$ cat src/rtl/alu_share_arbiter.sv
// Two-requester round-robin front end for one shared combinational ALU.
// One operation in flight: IDLE accepts, EXEC captures, RESP holds the result.
module alu_share_arbiter #(
    parameter int WIDTH = 32,
    parameter int OPW   = 3
) (
    input  logic             clk,
    input  logic             reset,
    input  logic             req0_valid,
    input  logic [OPW-1:0]   req0_op,
    input  logic [WIDTH-1:0] req0_a,
    input  logic [WIDTH-1:0] req0_b,
    output logic             req0_ready,
    input  logic             req1_valid,
    input  logic [OPW-1:0]   req1_op,
    input  logic [WIDTH-1:0] req1_a,
    input  logic [WIDTH-1:0] req1_b,
    output logic             req1_ready,
    output logic [OPW-1:0]   alu_op,
    output logic [WIDTH-1:0] alu_a,
    output logic [WIDTH-1:0] alu_b,
    input  logic [WIDTH-1:0] alu_result,
    output logic             resp_valid,
    output logic             resp_id,
    output logic [WIDTH-1:0] resp_data,
    input  logic             resp_ready
);

    typedef enum logic [1:0] {
        IDLE = 2'd0,
        EXEC = 2'd1,
        RESP = 2'd2
    } state_t;

    state_t           r_state;
    logic             r_last;
    logic             r_id;
    logic [OPW-1:0]   r_op;
    logic [WIDTH-1:0] r_a;
    logic [WIDTH-1:0] r_b;
    logic             r_resp_valid;
    logic             r_resp_id;
    logic [WIDTH-1:0] r_resp_data;

    logic             w_idle;
    logic             w_grant0;
    logic             w_grant1;
    logic             w_accept;
    logic [OPW-1:0]   w_sel_op;
    logic [WIDTH-1:0] w_sel_a;
    logic [WIDTH-1:0] w_sel_b;

    // Round-robin grant: a lone requester always wins, a tie goes to the one not granted last
    always_comb begin
        w_idle   = (r_state == IDLE) && !reset;
        w_grant0 = w_idle && req0_valid && (!req1_valid || r_last);
        w_grant1 = w_idle && req1_valid && (!req0_valid || !r_last);
        w_accept = w_grant0 || w_grant1;
    end

    // Operand mux selecting the winning requester's payload for capture
    always_comb begin
        w_sel_op = req0_op;
        w_sel_a  = req0_a;
        w_sel_b  = req0_b;
        if (w_grant1) begin
            w_sel_op = req1_op;
            w_sel_a  = req1_a;
            w_sel_b  = req1_b;
        end
    end

    // Control FSM with registered operands, pointer and response
    always_ff @(posedge clk or posedge reset) begin
        if (reset) begin
            r_state      <= IDLE;
            r_last       <= 1'b1;
            r_id         <= 1'b0;
            r_op         <= '0;
            r_a          <= '0;
            r_b          <= '0;
            r_resp_valid <= 1'b0;
            r_resp_id    <= 1'b0;
            r_resp_data  <= '0;
        end else begin
            case (r_state)
                IDLE: begin
                    if (w_accept) begin
                        r_op    <= w_sel_op;
                        r_a     <= w_sel_a;
                        r_b     <= w_sel_b;
                        r_id    <= w_grant1;
                        r_last  <= w_grant1;
                        r_state <= EXEC;
                    end
                end
                EXEC: begin
                    r_resp_data  <= alu_result;
                    r_resp_id    <= r_id;
                    r_resp_valid <= 1'b1;
                    r_state      <= RESP;
                end
                RESP: begin
                    if (resp_ready) begin
                        r_resp_valid <= 1'b0;
                        r_state      <= IDLE;
                    end
                end
                default: begin
                    r_resp_valid <= 1'b0;
                    r_state      <= IDLE;
                end
            endcase
        end
    end

    // The ALU only ever sees registered values
    always_comb begin
        req0_ready = w_grant0;
        req1_ready = w_grant1;
        alu_op     = r_op;
        alu_a      = r_a;
        alu_b      = r_b;
        resp_valid = r_resp_valid;
        resp_id    = r_resp_id;
        resp_data  = r_resp_data;
    end

endmodule
$ cat config.mk
export PLATFORM = sky130hd
export DESIGN_NAME = alu_share_arbiter
export DESIGN_NICKNAME = d
export VERILOG_FILES = /design/src/rtl/alu_share_arbiter.sv
export SDC_FILE = /design/constraint.sdc
export NUM_CORES = 1
export LEC_CHECK = 0
export BUFFER_PORTS_ARGS = -buffer_cell sky130_fd_sc_hd__buf_2
export CORE_ASPECT_RATIO = 1.25
export CORE_MARGIN = 8
export CORE_UTILIZATION = 40
export CTS_BUF_LIST = sky130_fd_sc_hd__clkbuf_16
export CTS_CLUSTER_SIZE = 14
export DETAILED_ROUTE_END_ITERATION = 12
export PLACE_DENSITY = 0.74
export SYNTH_ARGS = -nofsm -noshare
export SYNTH_HDL_FRONTEND = slang
export SYNTH_SLANG_ARGS = --single-unit
$ cat constraint.sdc
create_clock -name clk -period 4.4 [get_ports clk]
set_clock_uncertainty 0.2 [all_clocks]
set_input_delay 0 -clock clk [delete_from_list [all_inputs] [get_ports clk]]
set_output_delay 0 -clock clk [all_outputs]
set_load 0.005 [all_outputs]
==> key figures <==
Synth
  • Syn Inst Count: 479
  • Synth Flop Type: dfrtp_1
  • Seq/Total Area, Yosys: 54.9%
  • Area of the mapped netlist: 4790 sq um
  • Synth top cells by count: dfrtp_1, nand3_1, a21oi_1, a31oi_1, o21ai_0
  • Post-synth EDFFs: 0
  • Yosys cell types: 26
  • Avg Inst Size Synth: 10.0 sq um
  • Yosys reg bits: 105
  • Synth async-reset ratio: 100%
  • Yosys top cell area share: 54.3%
  • Synth top area cells: dfrtp_1, a31oi_1, mux2_2
  • Yosys warning count: 0
  • Leading cell type by number of instances after synthesis: dfrtp_1
  • Area leader, netlist: dfrtp_1
  • Synth Net Count: 650

Clock network
  • CTS Buf Count: 9
  • CTS Hold Bufs: 170
  • CTS Root Cell: clkbuf_16
  • Resized cells post-CTS: 0
  • Clock Tree Buf Depth: 2
  • CTS tree: built
  • # clock sinks: 105
  • Clk Latency, worst-skew pair: 0.34 ns
  • Worst-path clk slew: 0.07 ns
  • H-Tree Depth: 3
  • Setup repair bufs after CTS: 0

Route
  • ANT nets after route: 0
  • Initial DRC Count: 584
  • Vias per cell: 5.52
  • Wirelength per Cell: 19.9 um
  • Via count: 5803
  • DR DRC count: 0
  • Drt pass-1 iters: 7
  • Final WL: 21000 um

Cells and area
  • Sequential cell area: 2630 sq um
  • Layout cell share with drive strength beyond 1: 37.8%
  • Final net count: 1055
  • Fill cells: 830
  • Finished Cell Area: 8160 sq um
  • Post-route insts no fill: 1052
  • Multi-input logic area: 1930 sq um
  • Area grow syn2layout: 70.4%

Timing
  • Fmax: 0.313 GHz
  • Worst slew margin: 11.3%
  • Fin crit share: 72.5%
  • RSZ-0062 raised after global routing: no
  • Max-slew violations: 0
  • TNS Setup: 0 ns
  • Endpoints failing setup: 0
  • Final Hold Fails: 0
  • Worst Max-Slew Pin Slew: 1.33 ns
  • Fin crit period: 3.19 ns

Worst setup path
  • Crit end category: flip-flop
  • Delay-heaviest family, CP: buffers and inverters
  • CP max FO: 69
  • Critical Path RT: 4.48 ns
  • WP buf/inv: 3
  • Cell Chain, Critical Path: nor3_4 -> buf_4 -> buf_4 -> nand3_1 -> a31oi_1 -> dlygate4sd3_1
  • Slowest cell delay on critical path: 0.66 ns
  • Crit path launch type: flip-flop
  • Slowest CP cell: buf_4
  • Crit Path Category: flip-flop to flip-flop
  • Most frequent CP cell: buf_4
  • WP data arrival: 3.27 ns

GRT
  • First-pass GRT wire length: 32800 um
  • Initial antenna violation count: 2
  • Vias in the first global route: 6220
  • Grt ovf: 0
  • GR Util All Layers: 25.9%
  • Largest net degree at the start of global routing: 70

Floorplanning
  • # IOs: 274
  • Initial Utilization: 41.0%
  • Die Wd: 114 um
  • Die area: 15800 sq um
  • Chip Height: 138 um
  • Rows: 44
  • Core area: 11700 sq um

Power and ir drop
  • Static leakage: 3.56 nW
  • Power Density: 536 nW/um^2
  • Maximum VDD drop: 0.251 mV

Job
  • Max-Cap Viols: 0

Run status
  • Status: finished clean

Worst hold path
  • Worst Hold Class: primary input to output pin

Placement
  • Routability cong.: 0.839
  • Post-DP HPWL: 11900 um
  • Placed Cells: 864
  • PortBufs: 273
  • Area after DPL: 6180 sq um
[through the flow]
stage | total power (W) | hold WS (ns) | worst slack (ns) | util, %
2_1_floorplan | 0.00237 | -0.0702 | 1.44 | -
3_3_place_gp | 0.00304 | 0.0205 | 1.99 | 52.9
3_5_place_dp | 0.00310 | 0.0375 | 1.89 | 52.9
4_1_cts | 0.00429 | 0.214 | 1.34 | 69.9
5_1_grt | 0.00464 | 0.240 | 1.10 | 69.9
6_report | 0.00437 | 0.209 | 1.21 | 69.9
[layout make-up]
type	instances	share of cell area [%]
repair buffers	449	38.1
flip-flops and latches	105	32.2
multi-input cells	317	23.6
clock buffers	9	2.76
well taps	161	2.47
clock inverters	7	0.644
inverters	2	0.123
diodes	2	0.0613
[worst register-to-register path, stage by stage (launching register included)]
cell	delay, ns
dfrtp_1	0.45
nor3_4	0.21
buf_4	0.56
buf_4	0.72
nand3_1	0.16
a31oi_1	0.23
dlygate4sd3_1	0.60
[flip-flops by register name, summed over array words and instances, names as in the netlist]
register / cells
r_state: 2
r_last: 1
alu_a: 32
alu_b: 32
resp_id: 1
r_id: 1
resp_valid: 1
alu_op: 3
resp_data: 32
[cell families (layout without fill, tap and decap cells)]
group	Yosys count	in the layout	share of synthesized area (%)
AO/OA/AOI/OAI	208	208	23.9
buffers and inverters	57	467	5.25
flip-flops	105	105	54.9
multiplexers	33	33	7.76
other	0	2	0
AND/OR/NAND/NOR	76	76	8.26
[layer usage]
layer	vias up	routed length (um)	GRT usage [%]
met3	77	1860	7.89
met5	-	0	0
met1	2745	7610	28.2
li1	2592	-	-
met2	389	10600	43.6
met4	0	897	14.3
[worst paths after layout]
path	from	to	slack, ns	cells past startpoint
setup / recovery	r_state[0]$_DFFE_PP0P_	alu_b[6]$_DFFE_PP0P_	1.21	6
hold / removal	req1_valid	req0_ready	0.21	5
setup reg to reg	r_state[0]$_DFFE_PP0P_	alu_b[6]$_DFFE_PP0P_	1.21	6
hold reg to reg	resp_data[18]$_DFFE_PP0P_	resp_data[18]$_DFFE_PP0P_	0.31	1
max in group asynchronous	reset	r_last$_DFFE_PP1P_	2.73	4
min in group asynchronous	reset	r_state[0]$_DFFE_PP0P_	0.24	3
[report_power, final]
part	internal, W	switching (W)
Clock	0.000387	0.000367
Combinational	0.00105	0.000877
Sequential	0.00141	0.000282
Total	0.00285	0.00153
[placed cells by master (no fill, tap or decap), drive strengths merged, types with 2 or more instances in the layout]
cell and n:
a21oi 67, nor2 2, diode 2, a21o 3, nand3 68, a31oi 67, dlygate4sd3 170, mux2 33
buf 279, clkinv 2, dfrtp 104, clkinvlp 3, o21ai 68, inv 4, clkbuf 9
Power figures use the tool's default switching activity.
